**config.mk**
```make
export PLATFORM = sky130hd
export DESIGN_NAME = pcpi_coproc_dispatch_flat
export DESIGN_NICKNAME = d
export VERILOG_FILES = /design/src/rtl/pcpi_coproc_dispatch_if.sv /design/src/rtl/pcpi_coproc_dispatch.sv /design/src/flat_wrapper.sv
export SDC_FILE = /design/constraint.sdc
export NUM_CORES = 1
export LEC_CHECK = 0
export BUFFER_PORTS_ARGS = -buffer_cell sky130_fd_sc_hd__buf_2
export CORE_MARGIN = 5
export CORE_UTILIZATION = 33
export DETAILED_ROUTE_END_ITERATION = 7
export PLACE_DENSITY = 0.69
export SYNTH_ARGS = -nofsm -noshare
export SYNTH_HDL_FRONTEND = slang
export SYNTH_SLANG_ARGS = --single-unit
```
**constraint.sdc**
```tcl
create_clock -name clk -period 2.74 [get_ports clk]
set_clock_uncertainty 0.2 [all_clocks]
set_input_delay 0.548 -clock clk [delete_from_list [all_inputs] [get_ports clk]]
set_output_delay 0.548 -clock clk [all_outputs]
set_load 0.01 [all_outputs]
```
**src/rtl/pcpi_coproc_dispatch_if.sv**
```systemverilog
// Signal bundle between picorv32's PCPI port, the co-processor dispatcher and its operation units.
// Handshakes: the CPU holds pico_valid until pico_ready pulses; the dispatcher holds u_stb until it
// samples u_busy high with it; a unit holds u_out_stb until the one-cycle u_out_busy acknowledge.
interface pcpi_coproc_dispatch_if #(
  parameter int XLEN      = 32,
  parameter int NUM_UNITS = 5,
  parameter int RES_W     = 16
);
  localparam int LW = XLEN / 2;

  logic                       pico_valid;
  logic [31:0]                pico_insn;
  logic [XLEN-1:0]            pico_rs1;
  logic [XLEN-1:0]            pico_rs2;
  logic                       pico_wr;
  logic [XLEN-1:0]            pico_rd;
  logic                       pico_wait;
  logic                       pico_ready;
  logic [LW-1:0]              u_a;
  logic [LW-1:0]              u_b;
  logic [LW-1:0]              u_c;
  logic [LW-1:0]              u_d;
  logic [NUM_UNITS-1:0]       u_stb;
  logic [NUM_UNITS-1:0]       u_busy;
  logic [NUM_UNITS*RES_W-1:0] u_res;
  logic [NUM_UNITS-1:0]       u_out_stb;
  logic [NUM_UNITS-1:0]       u_out_busy;

  // slave: the dispatcher itself; master: the CPU and unit environment around it
  modport slave (
    input  pico_valid, pico_insn, pico_rs1, pico_rs2, u_busy, u_res, u_out_stb,
    output pico_wr, pico_rd, pico_wait, pico_ready, u_a, u_b, u_c, u_d, u_stb, u_out_busy
  );

  modport master (
    output pico_valid, pico_insn, pico_rs1, pico_rs2, u_busy, u_res, u_out_stb,
    input  pico_wr, pico_rd, pico_wait, pico_ready, u_a, u_b, u_c, u_d, u_stb, u_out_busy
  );
endinterface

```
**src/rtl/pcpi_coproc_dispatch.sv**
```systemverilog
// PCPI front-end: claims custom R-type instructions, hands the operand lanes to the unit picked by
// funct3, waits for its result (with timeout and CPU-abort handling) and answers the CPU.
module pcpi_coproc_dispatch #(
  parameter int         XLEN      = 32,
  parameter int         NUM_UNITS = 5,
  parameter int         RES_W     = 16,
  parameter bit         RES_SEXT  = 1'b0,
  parameter logic [6:0] OPCODE    = 7'b0110011,
  parameter logic [6:0] FUNCT7    = 7'b0000001,
  parameter int         TIMEOUT   = 1024
) (
  input  logic                  clk,
  input  logic                  rst_n,
  pcpi_coproc_dispatch_if.slave bus,
  input  logic                  timeout_clr,
  output logic                  timeout_flag,
  output logic [1:0]            dbg_state
);
  localparam int LW = XLEN / 2;
  localparam int TW = (TIMEOUT > 2) ? $clog2(TIMEOUT) : 1;
  localparam logic [TW-1:0] T_LAST = TW'((TIMEOUT > 0) ? TIMEOUT - 1 : 0);

  typedef enum logic [1:0] {S_IDLE, S_ISSUE, S_EXEC, S_RESP} state_t;

  state_t               state;
  logic [2:0]           idx;
  logic [TW-1:0]        timer;
  logic                 guard;
  logic                 abort;
  logic                 drain;
  logic [NUM_UNITS-1:0] sel;
  logic [NUM_UNITS-1:0] new_sel;
  logic [RES_W-1:0]     sel_res;
  logic                 match;
  logic                 tmo;
  logic                 tmo_fire;
  logic                 out_hit;
  logic                 busy_hit;
  logic                 unused_insn;

  assign dbg_state   = state;
  assign unused_insn = ^{bus.pico_insn[24:15], bus.pico_insn[11:7]};
  assign sel         = NUM_UNITS'(1) << idx;
  assign new_sel     = NUM_UNITS'(1) << bus.pico_insn[14:12];
  assign match       = bus.pico_valid && (bus.pico_insn[6:0] == OPCODE) &&
                       (bus.pico_insn[31:25] == FUNCT7) &&
                       (int'(bus.pico_insn[14:12]) < NUM_UNITS) && !bus.pico_ready;
  assign tmo         = (TIMEOUT != 0) && (timer == T_LAST);
  assign out_hit     = |(bus.u_out_stb & sel);
  assign busy_hit    = |(bus.u_busy & bus.u_stb & sel);
  // A result arriving on the deadline cycle still wins over the timeout.
  assign tmo_fire    = tmo && (((state == S_ISSUE) && bus.pico_valid) ||
                               ((state == S_EXEC) && !out_hit));

  always_comb begin
    sel_res = '0;
    for (int k = 0; k < NUM_UNITS; k++)
      if (int'(idx) == k) sel_res = bus.u_res[k*RES_W +: RES_W];
  end

  function automatic logic [XLEN-1:0] extend(input logic [RES_W-1:0] r);
    logic [XLEN-1:0] x;
    x = '0;
    x[RES_W-1:0] = r;
    if (RES_SEXT && r[RES_W-1])
      for (int i = RES_W; i < XLEN; i++) x[i] = 1'b1;
    return x;
  endfunction

  always_ff @(posedge clk or negedge rst_n) begin
    if (!rst_n) begin
      state          <= S_IDLE;
      idx            <= '0;
      timer          <= '0;
      guard          <= 1'b0;
      abort          <= 1'b0;
      drain          <= 1'b0;
      timeout_flag   <= 1'b0;
      bus.pico_wr    <= 1'b0;
      bus.pico_rd    <= '0;
      bus.pico_wait  <= 1'b0;
      bus.pico_ready <= 1'b0;
      bus.u_a        <= '0;
      bus.u_b        <= '0;
      bus.u_c        <= '0;
      bus.u_d        <= '0;
      bus.u_stb      <= '0;
      bus.u_out_busy <= '0;
    end else begin
      bus.pico_ready <= 1'b0;
      bus.pico_wr    <= 1'b0;
      bus.pico_rd    <= '0;
      bus.u_out_busy <= '0;
      if (tmo_fire)         timeout_flag <= 1'b1;
      else if (timeout_clr) timeout_flag <= 1'b0;

      case (state)
        S_IDLE: begin
          guard <= 1'b0;
          // A unit abandoned by a timeout may still answer; acknowledge and drop it.
          if (drain && out_hit) begin
            bus.u_out_busy <= sel;
            drain          <= 1'b0;
          end else if (match && !guard) begin
            bus.u_a       <= bus.pico_rs1[XLEN-1:LW];
            bus.u_b       <= bus.pico_rs1[LW-1:0];
            bus.u_c       <= bus.pico_rs2[XLEN-1:LW];
            bus.u_d       <= bus.pico_rs2[LW-1:0];
            bus.u_stb     <= new_sel;
            bus.pico_wait <= 1'b1;
            idx           <= bus.pico_insn[14:12];
            timer         <= '0;
            abort         <= 1'b0;
            drain         <= 1'b0;
            state         <= S_ISSUE;
          end
        end
        S_ISSUE: begin
          timer <= timer + 1'b1;
          if (!bus.pico_valid) begin
            bus.u_stb     <= '0;
            bus.pico_wait <= 1'b0;
            state         <= S_IDLE;
          end else if (tmo) begin
            bus.u_stb      <= '0;
            bus.pico_wait  <= 1'b0;
            bus.pico_ready <= 1'b1;
            state          <= S_RESP;
          end else if (busy_hit) begin
            bus.u_stb <= '0;
            state     <= S_EXEC;
          end
        end
        S_EXEC: begin
          timer <= timer + 1'b1;
          if (!bus.pico_valid) begin
            abort         <= 1'b1;
            bus.pico_wait <= 1'b0;
          end
          if (out_hit) begin
            bus.u_out_busy <= sel;
            if (abort || !bus.pico_valid) begin
              state <= S_IDLE;
            end else begin
              bus.pico_ready <= 1'b1;
              bus.pico_wr    <= 1'b1;
              bus.pico_rd    <= extend(sel_res);
              bus.pico_wait  <= 1'b0;
              state          <= S_RESP;
            end
          end else if (tmo) begin
            drain <= 1'b1;
            if (abort || !bus.pico_valid) begin
              state <= S_IDLE;
            end else begin
              bus.pico_ready <= 1'b1;
              bus.pico_wait  <= 1'b0;
              state          <= S_RESP;
            end
          end
        end
        S_RESP: begin
          guard <= 1'b1;
          state <= S_IDLE;
        end
        default: state <= S_IDLE;
      endcase
    end
  end
endmodule

```
**src/flat_wrapper.sv**
```systemverilog
// flat-port wrapper written by rule: the top's interface ports become plain ports
module pcpi_coproc_dispatch_flat 
#(
  parameter int         XLEN      = 32,
  parameter int         NUM_UNITS = 5,
  parameter int         RES_W     = 16,
  parameter bit         RES_SEXT  = 1'b0,
  parameter logic [6:0] OPCODE    = 7'b0110011,
  parameter logic [6:0] FUNCT7    = 7'b0000001,
  parameter int         TIMEOUT   = 1024
)
  (clk, rst_n, timeout_clr, timeout_flag, dbg_state, bus_pico_valid, bus_pico_insn, bus_pico_rs1, bus_pico_rs2, bus_u_busy, bus_u_res, bus_u_out_stb, bus_pico_wr, bus_pico_rd, bus_pico_wait, bus_pico_ready, bus_u_a, bus_u_b, bus_u_c, bus_u_d, bus_u_stb, bus_u_out_busy);
  pcpi_coproc_dispatch_if #(.XLEN(XLEN), .NUM_UNITS(NUM_UNITS), .RES_W(RES_W)) bus_i ();
  input  logic clk;
  input  logic rst_n;
  input  logic timeout_clr;
  output logic timeout_flag;
  output logic [1:0] dbg_state;
  input wire logic [$bits(bus_i.pico_valid)-1:0] bus_pico_valid;
  input wire logic [$bits(bus_i.pico_insn)-1:0] bus_pico_insn;
  input wire logic [$bits(bus_i.pico_rs1)-1:0] bus_pico_rs1;
  input wire logic [$bits(bus_i.pico_rs2)-1:0] bus_pico_rs2;
  input wire logic [$bits(bus_i.u_busy)-1:0] bus_u_busy;
  input wire logic [$bits(bus_i.u_res)-1:0] bus_u_res;
  input wire logic [$bits(bus_i.u_out_stb)-1:0] bus_u_out_stb;
  output wire logic [$bits(bus_i.pico_wr)-1:0] bus_pico_wr;
  output wire logic [$bits(bus_i.pico_rd)-1:0] bus_pico_rd;
  output wire logic [$bits(bus_i.pico_wait)-1:0] bus_pico_wait;
  output wire logic [$bits(bus_i.pico_ready)-1:0] bus_pico_ready;
  output wire logic [$bits(bus_i.u_a)-1:0] bus_u_a;
  output wire logic [$bits(bus_i.u_b)-1:0] bus_u_b;
  output wire logic [$bits(bus_i.u_c)-1:0] bus_u_c;
  output wire logic [$bits(bus_i.u_d)-1:0] bus_u_d;
  output wire logic [$bits(bus_i.u_stb)-1:0] bus_u_stb;
  output wire logic [$bits(bus_i.u_out_busy)-1:0] bus_u_out_busy;
  assign bus_i.pico_valid = bus_pico_valid;
  assign bus_i.pico_insn = bus_pico_insn;
  assign bus_i.pico_rs1 = bus_pico_rs1;
  assign bus_i.pico_rs2 = bus_pico_rs2;
  assign bus_i.u_busy = bus_u_busy;
  assign bus_i.u_res = bus_u_res;
  assign bus_i.u_out_stb = bus_u_out_stb;
  assign bus_pico_wr = bus_i.pico_wr;
  assign bus_pico_rd = bus_i.pico_rd;
  assign bus_pico_wait = bus_i.pico_wait;
  assign bus_pico_ready = bus_i.pico_ready;
  assign bus_u_a = bus_i.u_a;
  assign bus_u_b = bus_i.u_b;
  assign bus_u_c = bus_i.u_c;
  assign bus_u_d = bus_i.u_d;
  assign bus_u_stb = bus_i.u_stb;
  assign bus_u_out_busy = bus_i.u_out_busy;
  pcpi_coproc_dispatch #(.XLEN(XLEN), .NUM_UNITS(NUM_UNITS), .RES_W(RES_W), .RES_SEXT(RES_SEXT), .OPCODE(OPCODE), .FUNCT7(FUNCT7), .TIMEOUT(TIMEOUT)) u_core (.clk(clk), .rst_n(rst_n), .bus(bus_i), .timeout_clr(timeout_clr), .timeout_flag(timeout_flag), .dbg_state(dbg_state));
endmodule
```
==> results of run 1 <==
-- sequential cells by signal, indices dropped and copies added (netlist names), 2 cells and up --
signal                 flops
u_core.bus.pico_rd        16
u_core.bus.u_a            16
u_core.bus.u_b            16
u_core.bus.u_c            16
u_core.bus.u_d            16
u_core.bus.u_out_busy      5
u_core.bus.u_stb           5
u_core.dbg_state           2
u_core.idx                 3
u_core.timer              10
-- metal layers --
| metal | GRT usage (%) | share of wire, % | vias to the layer above |
|---|---|---|---|
| li1 | - | - | 2150 |
| met1 | 20.4 | 42 | 2213 |
| met2 | 27.2 | 51 | 158 |
| met3 | 3.34 | 5.6 | 17 |
| met4 | 4.89 | 1.4 | 0 |
| met5 | 0 | 0 | - |
-- timing repair --
item | CTS | global route
resized for setup | 0 | 1
hold buffers | 1 | 0
hold endpoints to repair | 20 | 0
setup endpoints to repair | 0 | 3
-- stage by stage --
step | instances | utilization, %
6_report | 943 | 44.8
5_1_grt | 943 | 44.8
4_1_cts | 943 | 44.7
3_5_place_dp | 926 | 42.9
3_3_place_gp | 926 | 42.9
2_1_floorplan | 460 | -
-- how the worst min path moves through the flow --
stage | from | end | slack [ps] | depth (start not counted)
floorplan | rst_n | u_core.abort$_DFFE_PN0P_ | 50 | 0
global placement | rst_n | u_core.bus.pico_rd[10]$_DFF_PN0_ | 260 | 1
detailed placement | rst_n | u_core.bus.pico_rd[9]$_DFF_PN0_ | 270 | 1
CTS | timeout_clr | u_core.timeout_flag$_DFFE_PN0P_ | 160 | 2
global route | timeout_clr | u_core.timeout_flag$_DFFE_PN0P_ | 190 | 2
finish | timeout_clr | u_core.timeout_flag$_DFFE_PN0P_ | 180 | 2
-- critical path: stages, from the launching register on --
cell     delay, ps
dfrtp_1        510
nand2_1        180
o32ai_2        350
o21ai_2        150
nand3_2        200
buf_12         310
mux2_2         390
-- cell type report --
cell class | instances | area [sq um] | share of cell area, %
Multi-Input combinational cell | 295 | 2430 | 33.1
Inverter | 13 | 48.8 | 0.664
Clock inverter | 7 | 56.3 | 0.766
Timing Repair Buffer | 287 | 1510 | 20.5
Tap cell | 220 | 275 | 3.75
Clock buffer | 9 | 225 | 3.06
Sequential cell | 112 | 2800 | 38.1
-- power breakdown --
group	switching, W	total (W)	internal (W)
logic	0.000636	0.00111	0.000478
registers	0.0000807	0.00182	0.00174
clock network	0.000620	0.00125	0.000625
-- Yosys cell counts (8+ instances only) --
| cell type | number |
|---|---|
| mux4_2 | 16 |
| clkbuf_1 | 12 |
| nor2_1 | 36 |
| nand3_1 | 10 |
| inv_1 | 13 |
| a22oi_1 | 18 |
| buf_2 | 8 |
| mux2_2 | 51 |
| a21oi_1 | 14 |
| buf_4 | 17 |
| nand2_1 | 19 |
| dfrtp_1 | 112 |
| o21ai_0 | 9 |
| o22ai_1 | 8 |
| mux2_1 | 19 |
-- cells by family (layout without fill, tap and decap cells) --
logic type | Yosys count | count (layout) | share of synthesized area (%)
adder cells (fa/ha/maj) | 5 | 5 | 1.15
XOR/XNOR | 1 | 1 | 0.161
flip-flops | 112 | 112 | 51.4
buffers and inverters | 53 | 316 | 5.30
AND/OR/NAND/NOR | 108 | 108 | 10.1
other | 1 | 16 | 0.0688
AO/OA/AOI/OAI | 75 | 75 | 10.0
multiplexers | 90 | 90 | 21.8
==> run metrics, run 1 <==
status finished, final reports clean; Synth area leader dfrtp_1; register area share after synthesis between 50% and 60%; DP Area about 7000 sq um; first-pass iteration count of the detailed router 4; Synth Cell Area 5450 sq um; share of post-route cells with drive strength above 1 a little over half; Post-Place Setup Slack between 100 and 150 ps; Synth top area share approximately 50%; reg2reg start u_core.idx[1]$_DFFE_PN0P_; vias in the first global route 4685; placer congestion estimate 0.851; Crit. End Element flip-flop; first-pass GRT wire length around 25 mm; drt total wl approximately 15 mm; pwr/cell area between 500 and 600 nW/um^2; Worst EP arrival between 2000 and 3000 ps; Starting Density around 33%; Initial DRC Count between 150 and 200; Synth-to-Final Area Change 34.7%; largest net degree at the start of global routing 65; Area contributors post-synth dfrtp_1 51%, mux2_2 11%, mux4_2 6.6%, mux2_1 3.9%, a22oi_1 2.5%; Final min period approximately 2500 ps; Design Power 0.00418 W; via count roughly 4500; diodes inserted 0; P_leak 4.03 nW; dpl hpwl between 10 and 15 mm; H-tree levels 3; die span in x 139 microns; die height approximately 140 microns; grt total ovfl 0; total negative setup slack 0 ps; EDFF count, synth 0; commonest cells after routing, fill and taps aside 269 x buf_2, 112 x dfrtp_1, 51 x mux2_2; Yosys Warn Count 0; post-route cell area between 7000 and 8000 sq um; unrepaired setup endpoints after global routing no; io pins 302; worst hold slack roughly 180 ps; Clock Pin Slew Worst Setup and Hold Paths 80 ps; Setup CP Type flip-flop to flip-flop; Rows 47; #FFs+latches synth roughly 110; crit path launch u_core.idx[1]$_DFFE_PN0P_; R2R cell count 6; Core Area 16400 sq um; r2r setup slk 250 ps; IO Port Bufs 270; Post-Synthesis Cells 445; All-Layer GR Usage ~16%; Final setup viols 0; asr flop ratio synth between 90% and 100%; clock buffer depth 2; antenna violations before repair 0; count of cell types in the netlist 55; worst flop-to-flop path endpoint u_core.bus.u_b[10]$_DFFE_PN0P_; Max Slew Vio Count 0; post-layout worst setup margin 246 ps; Clock Latency Late Sink roughly 350 ps; most common cell after layout, fill and taps aside buf_2; CP Launch Type flip-flop; IR drop worst, VDD ~0.57 mV; wire length per cell approximately 16 microns; Worst setup endpoint u_core.bus.u_b[10]$_DFFE_PN0P_; CP Data Required Time ~2800 ps; clk sinks roughly 110; Detail Route Antenna Nets 0; CTS tree built; clock root cell clkbuf_16; max cap viols 0; ys flop type dfrtp_1; # nets final about 910; die area roughly 19000 sq um; Syn Area/Cell 12.3 sq um; hold violation count in the final report 0; period utilization about nine tenths; HP Class primary input to flip-flop; DR vias/cell 4.81; FMAX about 400 MHz; fillers between 1500 and 2000; DRC 0; crit-path max FO 64; number of CTS-inserted buffers 9; setup bufs post-CTS 0
Power figures use the tool's default switching activity.
==> run 2, diff against run 1 <==
CORE_UTILIZATION = 45   (was 33)
PLACE_DENSITY = 0.88   (was 0.69)
==> run 2 against run 1 <==
Effect of this change:
- the run now ends with negative hold slack left
- total power increased by 5.0%
- non-clock buffer count unchanged
- routed wire length fell by 0.16%
- worst setup slack worse by 57 ps
- sequential power about the same
- highest routed layer unchanged
==> run metrics, run 2 (same netlist as run 1, synthesis figures left out) <==
status finished, violations left (was finished, final reports clean); failing checks negative hold slack; grt total ovfl 0 (unchanged); antenna violations before repair 0 (unchanged); clock buffer depth 2 (unchanged); via count 4643 (was 4538); period utilization 93.1% (was 91.0%); max cap viols 0 (unchanged); clock network fraction of total power 32.7% (was 29.8%); clock root cell clkbuf_16 (unchanged); P_leak 4.06 nW (was 4.03 nW); CP Data Required Time 2770 ps (about the same); Final Util 60.8% (was 44.8%); worst hold slack -3.46 ps (was 184 ps); CTS tree built (unchanged); Worst EP arrival 2580 ps (was 2520 ps); most common cell after layout, fill and taps aside buf_2 (unchanged); pwr/cell area 602 nW/um^2 (was 568 nW/um^2); setup bufs post-CTS 0 (unchanged); DR vias/cell 5.34 (was 4.81); Final min period 2550 ps (was 2490 ps); diodes inserted 0 (unchanged); commonest cells after routing, fill and taps aside 269 x buf_2, 112 x dfrtp_1, 51 x mux2_2 (unchanged); # hold bufs at CTS 0 (was 1); sequential share of power 41.7% (was 43.5%); share of post-route cells with drive strength above 1 52.7% (unchanged); Detail Route Antenna Nets 0 (unchanged); wire length per cell 17.4 microns (was 16.1 microns); io pins 302 (unchanged); worst flop-to-flop path endpoint u_core.bus.u_a[15]$_DFFE_PN0P_ (was u_core.bus.u_b[10]$_DFFE_PN0P_); IR drop worst, VDD 0.438 mV (was 0.568 mV); total negative setup slack 0 ps (unchanged); hold violation count in the final report 2 (was 0); total placed cells including tap cells 854 (was 926); CP Launch Type flip-flop (unchanged); die height 120 microns (was 139 microns); All-Layer GR Usage 20.7% (was 15.9%); crit-path max FO 36 (was 64); routing usage on met3 5.61% (was 3.34%); Resized Gates After CTS 0 (unchanged); r2r setup slk 190 ps (was 250 ps); Slew headroom about three fifths; Non-Filler Instances 870 (was 943); vias in the first global route 4675 (was 4685); dpl hpwl 11.9 mm (about the same); Rows 40 (was 47); first-pass GRT wire length 23.8 mm (was 25.1 mm); critical-path cell list nand2_1 > o32ai_2 > o21ai_2 > nand3_2 > buf_4 > mux2_2 (was nand2_1 > o32ai_2 > o21ai_2 > nand3_2 > buf_12 > mux2_2); global route hottest layer met2 (unchanged); Worst-Margin Slew a little under 600 ps; Int Power 0.00307 W (was 0.00284 W); Combinational Power Share 25.6% (was 26.7%); die area 14400 sq um (was 19200 sq um); Crit. End Element flip-flop (unchanged); reg2reg start u_core.idx[1]$_DFFE_PN0P_ (unchanged); Initial DRC Count 373 (was 180); drt total wl 15.2 mm (about the same); DRC 0 (unchanged); Final setup viols 0 (unchanged); R2R cell count 6 (unchanged); first-pass iteration count of the detailed router 4 (unchanged); Setup CP Type flip-flop to flip-flop (unchanged); critical path's slowest cell dfrtp_1 (unchanged); unrepaired setup endpoints after global routing no (unchanged); IO Port Bufs 270 (unchanged); # nets final 913 (unchanged); Critical Path Max Stage Delay 550 ps (was 510 ps); die span in x 120 microns (was 139 microns); Multi-input gate area 2420 sq um (was 2430 sq um); Clock Latency Late Sink 340 ps (was 350 ps); met2 usage 35.8% (was 27.2%); clk sinks 112 (unchanged); HP Class primary input to async pin (was primary input to flip-flop); placer congestion estimate 0.946 (was 0.851); H-tree levels 3 (unchanged); Max Slew Vio Count 0 (unchanged); Sw Ratio 30.0% (was 32.0%); largest net degree at the start of global routing 60 (was 65); Reg area 2800 sq um (unchanged); Clock Pin Slew Worst Setup and Hold Paths 70 ps (was 80 ps); fillers 939 (was 1562); Synth-to-Final Area Change 33.4% (was 34.7%); FMAX 392 MHz (was 401 MHz); Starting Density 45.6% (was 33.2%); met1 Use GR 25.5% (was 20.4%); Core Area 12000 sq um (was 16400 sq um); P_sw 0.00132 W (was 0.00134 W); number of CTS-inserted buffers 9 (unchanged)
==> run 2: area by class of cell <==
| cell class | count | share of cell area (%) |
|---|---|---|
| inverter | 13 | 0.670 |
| tap | 147 | 2.53 |
| multi-input combinational | 295 | 33.2 |
| timing repair buffer | 287 | 20.5 |
| clock buffer | 12 | 3.52 |
| sequential | 112 | 38.5 |
| clock inverter | 4 | 1.01 |
==> run 2: per-layer routing <==
| layer | vias to the layer above | wire (microns) |
|---|---|---|
| met2 | 241 | 7750 |
| met5 | - | 0 |
| met3 | 16 | 1460 |
| met4 | 0 | 167 |
| met1 | 2241 | 5790 |
| li1 | 2145 | - |
==> run 2: power groups by stage <==
stage,registers (W),clock network [W],logic (W)
3_3_place_gp,0.00185,0,0.00107
3_5_place_dp,0.00185,0,0.00110
4_1_cts,0.00182,0.00147,0.00111
2_1_floorplan,0.00185,0,0.000700
6_report,0.00183,0.00143,0.00112
5_1_grt,0.00184,0.00156,0.00123
==> run 2: worst max path at each step <==
stage	start	endpoint	slack, ps	depth (start not counted)
final	u_core.idx[1]$_DFFE_PN0P_	u_core.bus.u_a[15]$_DFFE_PN0P_	190	6
after global routing	u_core.idx[1]$_DFFE_PN0P_	u_core.bus.u_a[15]$_DFFE_PN0P_	50	6
after CTS	u_core.idx[1]$_DFFE_PN0P_	u_core.bus.u_a[15]$_DFFE_PN0P_	190	6
after detailed placement	bus_pico_insn[3]	u_core.timer[4]$_DFFE_PN0P_	160	7
after global placement	bus_pico_insn[12]	u_core.timer[6]$_DFFE_PN0P_	220	7
after floorplan	bus_pico_insn[3]	u_core.bus.pico_wait$_DFFE_PN0P_	450	6
==> run 2: stage by stage <==
step / setup WS, ps / hold WS (ps) / total power (W) / area [sq um]
after floorplan: 448 / 52.4 / 0.00255 / 5510
after global placement: 215 / 268 / 0.00292 / 6950
after detailed placement: 162 / 276 / 0.00295 / 6950
after CTS: 192 / 14.4 / 0.00440 / 7280
after global routing: 48.2 / 28.0 / 0.00464 / 7280
final: 189 / -3.46 / 0.00438 / 7280
==> run 2: critical path, delay by kind of cell (launching register included) <==
family                 cells  cell delay [ps]
muxes                      1              410
DFF                        1              550
and+or+nand+nor            2              320
AOI/OAI and AO/OA          2              500
buffers and inverters      1              430
